### src/rtl/adc_frame_gate_pkg.sv
// Shared types and constants for the ADC frame gate.
//   gate_state_t : frame gate FSM states
//   COUNT_W      : width of the delay/sample/gap counters and the frame/drop counters
package adc_frame_pkg;

  localparam int COUNT_W = 16;

  typedef enum logic [1:0] {
    IDLE,
    DELAY,
    CAPTURE,
    GAP
  } gate_state_t;

endpackage

### src/rtl/adc_frame_gate_if.sv
// AXI-Stream bundle used for both the ADC input and the frame output.
//   tvalid, tready, tdata[W-1:0], tlast, tstrb[W/8-1:0]
//   master : drives tvalid/tdata/tlast/tstrb, samples tready
//   slave  : samples tvalid/tdata/tlast/tstrb, drives tready
// Handshake: a beat transfers on a clock edge where tvalid and tready are both
// high. Once tvalid is raised, tdata/tlast hold steady until that transfer;
// tvalid never depends combinationally on tready.
interface adc_frame_gate_if #(
  parameter int W = 32
) ();

  logic           tvalid;
  logic           tready;
  logic [W-1:0]   tdata;
  logic           tlast;
  logic [W/8-1:0] tstrb;

  modport master (output tvalid, output tdata, output tlast, output tstrb, input tready);
  modport slave  (input tvalid, input tdata, input tlast, input tstrb, output tready);

endinterface

### src/rtl/adc_frame_gate_axis_out_reg.sv
// Single-entry AXI-Stream output register.
//   clk, rst       : clock, asynchronous active-high reset
//   load           : capture load_data/load_last into the register this cycle
//   load_data      : beat data to capture
//   load_last      : tlast value for the captured beat
//   ready          : downstream tready
//   force_last     : set tlast on the beat currently pending
//   tvalid/tlast/tdata : registered beat
//   full           : a beat is pending (same as tvalid)
module axis_out_reg #(
  parameter int W = 32
) (
  input  logic         clk,
  input  logic         rst,
  input  logic         load,
  input  logic [W-1:0] load_data,
  input  logic         load_last,
  input  logic         ready,
  input  logic         force_last,
  output logic         tvalid,
  output logic         tlast,
  output logic [W-1:0] tdata,
  output logic         full
);

  assign full = tvalid;

  always_ff @(posedge clk or posedge rst) begin
    if (rst) begin
      tvalid <= 1'b0;
      tlast  <= 1'b0;
      tdata  <= '0;
    end else if (load) begin
      // The caller only loads when empty or when the pending beat is taken
      // this same cycle, so overwriting here never loses a beat.
      tdata  <= load_data;
      tvalid <= 1'b1;
      tlast  <= load_last;
    end else if (tvalid && ready) begin
      tvalid <= 1'b0;
      tlast  <= 1'b0;
    end else if (force_last) begin
      // Final sample of the frame was dropped: close the frame on the beat
      // that is still waiting.
      tlast <= 1'b1;
    end
  end

endmodule

### src/rtl/adc_frame_gate.sv
// Trigger-gated framer: cuts the free-running ADC stream into one frame of
// SAMPLES_PER_TRIGGER beats per trigger rising edge, tlast on the final beat,
// with tvalid held low for at least MIN_GAP cycles between frames.
//   s00_axis_aclk, s00_axis_areset : clock, asynchronous active-high reset
//   s00_axis  (slave)  : ADC samples; tready tied high
//   m00_axis  (master) : frame beats; tstrb all ones
//   trig_in           : trigger level, rising edge starts a frame (IDLE only)
//   enable            : triggers accepted while high
//   frames_sent       : completed frames (counted on tlast handshake), wraps
//   overrun           : sticky, a sample was dropped behind a pending beat
//   busy              : FSM not in IDLE
//   state_dbg         : FSM state
//   drop_count        : dropped samples, saturating (only with DROP_COUNT_EN)
// Build option: define DROP_COUNT_EN to add the drop_count port and counter.
// The trigger edge cycle counts as the first delay cycle, so capture starts on
// the sample present TRIG_DELAY cycles after the edge (the edge cycle itself
// when TRIG_DELAY is 0). Input and output data widths must be equal.
module adc_frame_gate
  import adc_frame_pkg::*;
#(
  parameter int C_S00_AXIS_TDATA_WIDTH = 32,
  parameter int C_M00_AXIS_TDATA_WIDTH = 32,
  parameter int SAMPLES_PER_TRIGGER    = 1000,
  parameter int TRIG_DELAY             = 0,
  parameter int MIN_GAP                = 1
) (
  input  logic                s00_axis_aclk,
  input  logic                s00_axis_areset,
  adc_frame_gate_if.slave     s00_axis,
  adc_frame_gate_if.master    m00_axis,
  input  logic                trig_in,
  input  logic                enable,
  output logic [COUNT_W-1:0]  frames_sent,
  output logic                overrun,
  output logic                busy,
  output gate_state_t         state_dbg
`ifdef DROP_COUNT_EN
  ,
  output logic [COUNT_W-1:0]  drop_count
`endif
);

  localparam logic [COUNT_W-1:0] LAST_IDX  = COUNT_W'(SAMPLES_PER_TRIGGER - 1);
  localparam logic [COUNT_W-1:0] DELAY_END = COUNT_W'(TRIG_DELAY - 1);
  localparam logic [COUNT_W-1:0] GAP_END   = COUNT_W'(MIN_GAP - 1);

  gate_state_t        state, state_nx;
  logic               trig_q;
  logic [COUNT_W-1:0] delay_cnt, sample_cnt, gap_cnt;
  logic               trig_edge, start, capture_slot, sample;
  logic               can_load, load, drop, is_last, out_full;
  logic               unused_in;

  assign unused_in = &{1'b0, s00_axis.tlast, s00_axis.tstrb,
                       C_S00_AXIS_TDATA_WIDTH == C_M00_AXIS_TDATA_WIDTH};

  assign s00_axis.tready = 1'b1;
  assign m00_axis.tstrb  = '1;

  assign trig_edge = trig_in & ~trig_q;
  assign start     = (state == IDLE) & trig_edge & enable;
  // With zero delay the edge cycle is already the first capture slot.
  assign capture_slot = (state == CAPTURE) | (start & (TRIG_DELAY == 0));
  assign sample    = capture_slot & s00_axis.tvalid;
  assign can_load  = ~out_full | m00_axis.tready;
  assign load      = sample & can_load;
  assign drop      = sample & ~can_load;
  assign is_last   = (sample_cnt == LAST_IDX);

  assign busy      = (state != IDLE);
  assign state_dbg = state;

  always_ff @(posedge s00_axis_aclk or posedge s00_axis_areset) begin
    if (s00_axis_areset) state <= IDLE;
    else                 state <= state_nx;
  end

  always_comb begin
    state_nx = state;
    case (state)
      IDLE:    if (start) state_nx = (TRIG_DELAY <= 1) ? CAPTURE : DELAY;
      DELAY:   if (delay_cnt == DELAY_END) state_nx = CAPTURE;
      CAPTURE: if (sample && is_last) state_nx = GAP;
      GAP:     if (!out_full && gap_cnt == GAP_END) state_nx = IDLE;
      default: state_nx = IDLE;
    endcase
  end

  always_ff @(posedge s00_axis_aclk or posedge s00_axis_areset) begin
    if (s00_axis_areset) begin
      trig_q      <= 1'b0;
      delay_cnt   <= '0;
      sample_cnt  <= '0;
      gap_cnt     <= '0;
      frames_sent <= '0;
      overrun     <= 1'b0;
    end else begin
      trig_q <= trig_in;
      case (state)
        IDLE: begin
          // Edge cycle counts as delay cycle 0.
          delay_cnt  <= start ? COUNT_W'(1) : '0;
          sample_cnt <= sample ? COUNT_W'(1) : '0;
          gap_cnt    <= '0;
        end
        DELAY: delay_cnt <= delay_cnt + COUNT_W'(1);
        CAPTURE: begin
          if (sample) sample_cnt <= is_last ? '0 : sample_cnt + COUNT_W'(1);
          gap_cnt <= '0;
        end
        GAP: begin
          // Gap is only measured once the last beat has left.
          if (out_full) gap_cnt <= '0;
          else          gap_cnt <= gap_cnt + COUNT_W'(1);
        end
        default: gap_cnt <= '0;
      endcase
      if (drop) overrun <= 1'b1;
      if (m00_axis.tvalid && m00_axis.tready && m00_axis.tlast)
        frames_sent <= frames_sent + COUNT_W'(1);
    end
  end

`ifdef DROP_COUNT_EN
  always_ff @(posedge s00_axis_aclk or posedge s00_axis_areset) begin
    if (s00_axis_areset)               drop_count <= '0;
    else if (drop && (drop_count != '1)) drop_count <= drop_count + COUNT_W'(1);
  end
`endif

  axis_out_reg #(.W(C_M00_AXIS_TDATA_WIDTH)) u_out (
    .clk        (s00_axis_aclk),
    .rst        (s00_axis_areset),
    .load       (load),
    .load_data  (s00_axis.tdata),
    .load_last  (is_last),
    .ready      (m00_axis.tready),
    .force_last (drop & is_last),
    .tvalid     (m00_axis.tvalid),
    .tlast      (m00_axis.tlast),
    .tdata      (m00_axis.tdata),
    .full       (out_full)
  );

endmodule

### src/flat_wrapper.sv
// flat-port wrapper written by rule: the top's interface ports become plain ports
module adc_frame_gate_flat import adc_frame_pkg::*;
#(
  parameter int C_S00_AXIS_TDATA_WIDTH = 32,
  parameter int C_M00_AXIS_TDATA_WIDTH = 32,
  parameter int SAMPLES_PER_TRIGGER    = 1000,
  parameter int TRIG_DELAY             = 0,
  parameter int MIN_GAP                = 1
)
  (s00_axis_aclk, s00_axis_areset, trig_in, enable, frames_sent, overrun, busy, state_dbg, s00_axis_tvalid, s00_axis_tdata, s00_axis_tlast, s00_axis_tstrb, s00_axis_tready, m00_axis_tvalid, m00_axis_tdata, m00_axis_tlast, m00_axis_tstrb, m00_axis_tready);
  adc_frame_gate_if #(.W((32))) s00_axis_i ();
  adc_frame_gate_if #(.W((32))) m00_axis_i ();
  input  logic s00_axis_aclk;
  input  logic s00_axis_areset;
  input  logic trig_in;
  input  logic enable;
  output logic [COUNT_W-1:0] frames_sent;
  output logic overrun;
  output logic busy;
  output gate_state_t state_dbg;
  input wire logic [$bits(s00_axis_i.tvalid)-1:0] s00_axis_tvalid;
  input wire logic [$bits(s00_axis_i.tdata)-1:0] s00_axis_tdata;
  input wire logic [$bits(s00_axis_i.tlast)-1:0] s00_axis_tlast;
  input wire logic [$bits(s00_axis_i.tstrb)-1:0] s00_axis_tstrb;
  output wire logic [$bits(s00_axis_i.tready)-1:0] s00_axis_tready;
  output wire logic [$bits(m00_axis_i.tvalid)-1:0] m00_axis_tvalid;
  output wire logic [$bits(m00_axis_i.tdata)-1:0] m00_axis_tdata;
  output wire logic [$bits(m00_axis_i.tlast)-1:0] m00_axis_tlast;
  output wire logic [$bits(m00_axis_i.tstrb)-1:0] m00_axis_tstrb;
  input wire logic [$bits(m00_axis_i.tready)-1:0] m00_axis_tready;
  assign s00_axis_i.tvalid = s00_axis_tvalid;
  assign s00_axis_i.tdata = s00_axis_tdata;
  assign s00_axis_i.tlast = s00_axis_tlast;
  assign s00_axis_i.tstrb = s00_axis_tstrb;
  assign s00_axis_tready = s00_axis_i.tready;
  assign m00_axis_tvalid = m00_axis_i.tvalid;
  assign m00_axis_tdata = m00_axis_i.tdata;
  assign m00_axis_tlast = m00_axis_i.tlast;
  assign m00_axis_tstrb = m00_axis_i.tstrb;
  assign m00_axis_i.tready = m00_axis_tready;
  adc_frame_gate #(.C_S00_AXIS_TDATA_WIDTH(C_S00_AXIS_TDATA_WIDTH), .C_M00_AXIS_TDATA_WIDTH(C_M00_AXIS_TDATA_WIDTH), .SAMPLES_PER_TRIGGER(SAMPLES_PER_TRIGGER), .TRIG_DELAY(TRIG_DELAY), .MIN_GAP(MIN_GAP)) u_core (.s00_axis_aclk(s00_axis_aclk), .s00_axis_areset(s00_axis_areset), .s00_axis(s00_axis_i), .m00_axis(m00_axis_i), .trig_in(trig_in), .enable(enable), .frames_sent(frames_sent), .overrun(overrun), .busy(busy), .state_dbg(state_dbg));
endmodule
### config.mk
export PLATFORM = sky130hd
export DESIGN_NAME = adc_frame_gate_flat
export DESIGN_NICKNAME = d
export VERILOG_FILES = /design/src/rtl/adc_frame_gate_pkg.sv /design/src/rtl/adc_frame_gate_if.sv /design/src/rtl/adc_frame_gate_axis_out_reg.sv /design/src/rtl/adc_frame_gate.sv /design/src/flat_wrapper.sv
export SDC_FILE = /design/constraint.sdc
export NUM_CORES = 1
export LEC_CHECK = 0
export CAP_MARGIN = 5
export CORE_ASPECT_RATIO = 0.9
export CORE_MARGIN = 2
export CORE_UTILIZATION = 51
export DETAILED_ROUTE_END_ITERATION = 7
export GPL_TIMING_DRIVEN = 0
export PLACE_DENSITY = 0.82
export SETUP_SLACK_MARGIN = 0.1
export SLEW_MARGIN = 10
export SYNTH_ARGS = -nofsm -noshare
export SYNTH_HDL_FRONTEND = slang
export SYNTH_SLANG_ARGS = --single-unit
### constraint.sdc
create_clock -name s00_axis_aclk -period 4.3 [get_ports s00_axis_aclk]
set_input_delay 0.43 -clock s00_axis_aclk [delete_from_list [all_inputs] [get_ports s00_axis_aclk]]
set_output_delay 0.43 -clock s00_axis_aclk [all_outputs]
set_load 0.02 [all_outputs]
# After elaboration in Yosys (flattened, before gate mapping)
# Index checks and enable logic that the tools add are counted.
[word_totals] inputBits=43 regBits=102 elab_cells=70 out_inout_bits=59
[op_classes] addsub=4 reduce_logical=16 bitwise_logic=12 eq_ne=10 n_mux=18
[ops] operator="16-bit one-hot mux with 2 select lines" n=3
[ops] operator="16-bit by 1-bit adder with 16-bit output, second input constant" n=4
[ops] operator="16-bit 2-to-1 mux" n=3
[ops] operator="16-bit by 10-bit == test with 1-bit output, second input constant" n=1
[ops] operator="16-bit == test, second input constant" n=1
[ops] operator="16-bit zero test" n=1
[ops] operator="2-bit nonzero test" n=5
[ops] operator="2-bit 2-to-1 mux" n=4
[ops] operator="2-bit by 1-bit inequality test with 1-bit output, second input constant" n=4
[ops] operator="2-bit one-hot mux with 4 select lines" n=1
[ops] operator="1-bit AND" n=7
[ops] operator="1-bit 2-to-1 mux" n=7
[ops] operator="2-bit == test, second input constant" n=2
[ops] operator="1-bit logical AND" n=4
[ops] operator="4-bit AND reduction" n=1
[ops] operator="1-bit NOT" n=3
[ops] operator="3-bit nonzero test" n=1
[ops] operator="2-bit by 1-bit == test with 1-bit output, second input constant" n=1
[ops] operator="2-bit zero test" n=1
[ops] operator="2-bit inequality test, second input constant" n=1
[ops] operator="1-bit OR" n=2
[ops] operator="2-bit AND reduction" n=1
[ops] operator="2-bit OR reduction" n=1
[ops] operator="1-bit zero test" n=1

# Longest topological paths before layout
[logic_depth] word_depth=11 depth_mapped=8 depth_no_buf=6

# Modules after synthesis
# From an unflattened synthesis, not the netlist that was laid out.
[hier_totals] hier_cells=452 area_unflattened_um2=4996.0
[modules_own_cells] module="adc_frame_gate" n_inst=1 cells_each=375 area_per_inst_um2=3577.2 seq_area_each_um2=1701.6
[modules_own_cells] module="axis_out_reg" n_inst=1 cells_each=77 area_per_inst_um2=1418.9 seq_area_each_um2=850.8

# Worst setup path after synthesis
# OpenSTA, ideal clock, no wires.
[synth_timing] kind="register -> register" startpoint="register u_core.sample_cnt[11]" endpoint="register u_core.sample_cnt[12]" synth_period_minus_slack_ns=1.910 setup_ns=0.138 setup_slack_ns=2.390 path_buffers=1 t_arrival_ns=1.772 t_required_ns=4.162 path_stages_with_launch=7 cell_sequence="dfrtp_1 -> or4_4 -> nor4_4 -> nor2_2 -> buf_6 -> a41oi_1 -> a31oi_1"
[synth_between] elab_chain_len=4
[synth_rtl] item="from (decl)" line_no="adc_frame_gate.sv:49" text="logic [COUNT_W-1:0] delay_cnt, sample_cnt, gap_cnt;"
[synth_rtl] item="from (signal assigned)" line_no="adc_frame_gate.sv:103" text="sample_cnt <= sample ? COUNT_W'(1) : '0;"
[synth_rtl] item="from (signal assigned)" line_no="adc_frame_gate.sv:108" text="if (sample) sample_cnt <= is_last ? '0 : sample_cnt + COUNT_W'(1);"
[synth_rtl] item="16-bit by 1-bit adder with 16-bit output / 16-bit by 10-bit == test with 1-bit output (equally long branches)" line_no="adc_frame_gate.sv:108, adc_frame_gate.sv:68"
[synth_rtl] item="16-bit 2-to-1 mux * (2 in a row)" line_no="adc_frame_gate.sv:108"
[synth_rtl] item="16-bit one-hot mux with 2 select lines *" line_no="adc_frame_gate.sv:99" text="case (state)"
# Mark *: on every way between the ends. The rest lies on a longest branch, timed or not. The select of a mux whose other input is x is not followed.
# A chain may end at the register's enable or synchronous reset.

# Final worst setup path
[layout_timing] startpoint="register u_core.state[1], in the netlist u_core.state_dbg[1]" endpoint="output busy"
[layout_between] elab_chain_len=1
[layout_rtl] item="from (decl)" line_no="adc_frame_gate.sv:47" text="gate_state_t state, state_nx;"
[layout_rtl] item="from (signal assigned)" line_no="adc_frame_gate.sv:75" text="else state <= state_nx;"
[layout_rtl] item="2-bit nonzero test" line_no="adc_frame_gate.sv:70" text="assign busy = (state != IDLE);"
[layout_rtl] item="to (decl)" line_no="flat_wrapper.sv:19" text="output logic busy;"
# No other way between the ends.

==> metrics.txt <==
Worst Hold Class=reg2reg; Reg2Reg Launch Point=u_core.sample_cnt[11]; VDD IR max=0.189 mV; TritonCTS clock tree=built; post-synth top area cell=dfrtp_1; final worst setup slack=1.79 ns; synth warn=0; drt drc=0; Hold Crit Depth=1; DR WL met3=668 um; Required @ worst endpoint=3.87 ns; most frequent cells in the layout=dfrtp_1 (102), clkdlybuf4s50_1 (91), nand2_1 (52); number of global-route vias before repair=3638; initial cell density of the core=52.5%; initial antenna violation count=0; Placed Cells=685; clk sinks=102; clk buf depth=2; Leakage=2.58 nW; H-tree levels=3; mapped cell area=4790 sq um; total number of vias=3910; ys async rst share=100%; Multi-input gate area=2090 sq um; reg2reg end=u_core.sample_cnt[8]; Post-Layout Inst Area=6110 sq um; RSZ-0062 raised after global routing=false; # resized after CTS=0; cts bufs inserted=9; Synth Flop Type=dfrtp_1; Global Route Usage Sum=21.1%; Tcrit/Tclk final=58.3%; largest net degree at the start of global routing=65; worst path cell trace=clkbuf_1, nor2_1, inv_1, clkdlybuf4s50_1; wl on met1=4.75 mm; Yosys cell types=45; total power draw=1.77 mW; final count of hold timing violations=0; CP max-delay cell=clkdlybuf4s50_1; Die W=106 um; Pwr Density=289 nW/um^2; global-route wire length before repair=17.2 mm; Final GP Congestion=0.923; Final min period=2.51 ns; diode count=0; Max stage delay on crit path=0.61 ns; final core occ=67.0%; Core ar.=9130 sq um; routed wl met2=5.04 mm; status=completed; Tightest Pin Transition=0.920 ns; Rel. slew slack=38.1%; critical path arrival=2.08 ns; Pre-antenna DRT Iters=4; Clock Latency Late Sink=0.37 ns; endpoints failing setup=0; Synth Instances=467; Area Overhead vs Synth=27.5%; # rows=33; Post-Syn Area per Cell=10.3 sq um; post-CTS setup buffers=0; total negative slack=0 ns; Slew Viols, Final=0; Worst Hold End=u_core.frames_sent[15]; IO Pins=102; Placement Cell Area=5890 sq um; sequential share of the synthesized area=53.3%; commonest non-fill, non-tap cell in the layout=dfrtp_1; dpl hpwl=7.67 mm; Via density=5.58; Max Clock Skew=0.00838 ns; share of cells above drive strength 1=12.1%; Iter 0 DRT Violations=256; Worst path depth=4; fill count=710; critical path class=reg2out; Peak Freq=0.399 GHz; hold_ws=0.492 ns; share of the synthesized area in the top cell type=53.3%; non-filler cells, final=701; DIE AREA=10200 sq um; Final ANT Viol Nets=0; critical path fanouts, max=10; max-cap viol count=0; synthesis-stage register bit count=102; ranking of synthesized cells by area=dfrtp_1 (53%), mux2_2 (7.8%), o21ai_0 (4.1%); Worst R2R Path Depth=6; PortBufs=91; CTS Hold Bufs=0; sum of buffers and inverters on the critical path=3; wire per inst=15.1 um; CP startpoint kind=flip-flop; FF/Latch Area=2550 sq um; EDFF count, synth=0; Die Y=96.0 um; Hold Startpoint=u_core.frames_sent[15]; Final #Nets=622; CP endpoint kind=primary output; Root Buffer=clkbuf_8; top routing layer in use=met4; delay-heaviest family, CP=buffers and inverters; Setup WS pre-CTS=1.92 ns; Post-Route WL=10.6 mm; Clk pin slew, worst setup/hold paths=0.11 ns; r2r setup slk=2.12 ns; global route total overflow=0
cells in the mapped netlist (2+ instances only):
master and n:
nor2_1 34, nand3_1 21, nand4_1 20, mux2i_1 4
dfrtp_1 102, nor3_1 13, buf_4 5, and4_1 2
nand2_1 52, nand4bb_1 2, and3_1 6, o21ai_0 39
a21oi_1 14, clkbuf_1 11, ha_1 5, mux2_2 33
buf_2 5, o21ai_1 3, a41oi_1 2, inv_1 13
or3_1 4, xnor2_1 14, a21boi_0 2, a22o_1 3
nand2b_1 3, xor2_1 9, a31oi_1 20, nor4_1 7
or2_2 3
routing by layer:
layer,global-route usage (%),vias to the layer above
li1,-,1887
met1,27.9,1881
met5,0,-
met3,5.62,10
met2,35.4,132
met4,4.39,0
cell families after synthesis:
logic type | after synthesis | synth area share, %
buf+inv | 35 | 3.42
simple gates | 176 | 18.5
mux | 37 | 8.59
xor+xnor | 23 | 4.20
other cells | 1 | 0.0783
flops | 102 | 53.3
fa+ha+maj | 5 | 1.31
compound gates | 88 | 10.6
sequential cells by signal, indices dropped and copies added (netlist names):
signal and cells:
u_core.delay_cnt 16, u_core.frames_sent 16, u_core.gap_cnt 16, u_core.overrun 1, u_core.sample_cnt 16, u_core.state_dbg 2, u_core.trig_q 1, u_core.u_out.full 1
u_core.u_out.tdata 32, u_core.u_out.tlast 1
layout make-up:
type	count	area share, %
flip-flops and latches	102	41.8
multi-input cells	334	34.2
repair buffers	92	15.2
well taps	122	2.50
clock buffers	9	2.03
plain buffers	22	1.88
clock inverters	7	1.56
inverters	13	0.839
worst max-delay path by stage:
stage / start / slack (ns) / end
after floorplan: s00_axis_areset / 1.19 / u_core.delay_cnt[0]
after global placement: s00_axis_areset / -0.18 / u_core.frames_sent[13]
after CTS: u_core.state_dbg[1] / 1.78 / busy
after global routing: u_core.state_dbg[1] / 1.65 / busy
after detailed placement: s00_axis_tvalid / 1.92 / u_core.u_out.tdata[27]
final: u_core.state_dbg[1] / 1.79 / busy
report_power, final:
part / internal [mW] / switching [mW] / total [mW]
Sequential: 0.975 / 0.00797 / 0.983
Combinational: 0.0719 / 0.0603 / 0.132
Clock: 0.290 / 0.360 / 0.651
Total: 1.34 / 0.429 / 1.77
(Power assumes the default switching activity.)
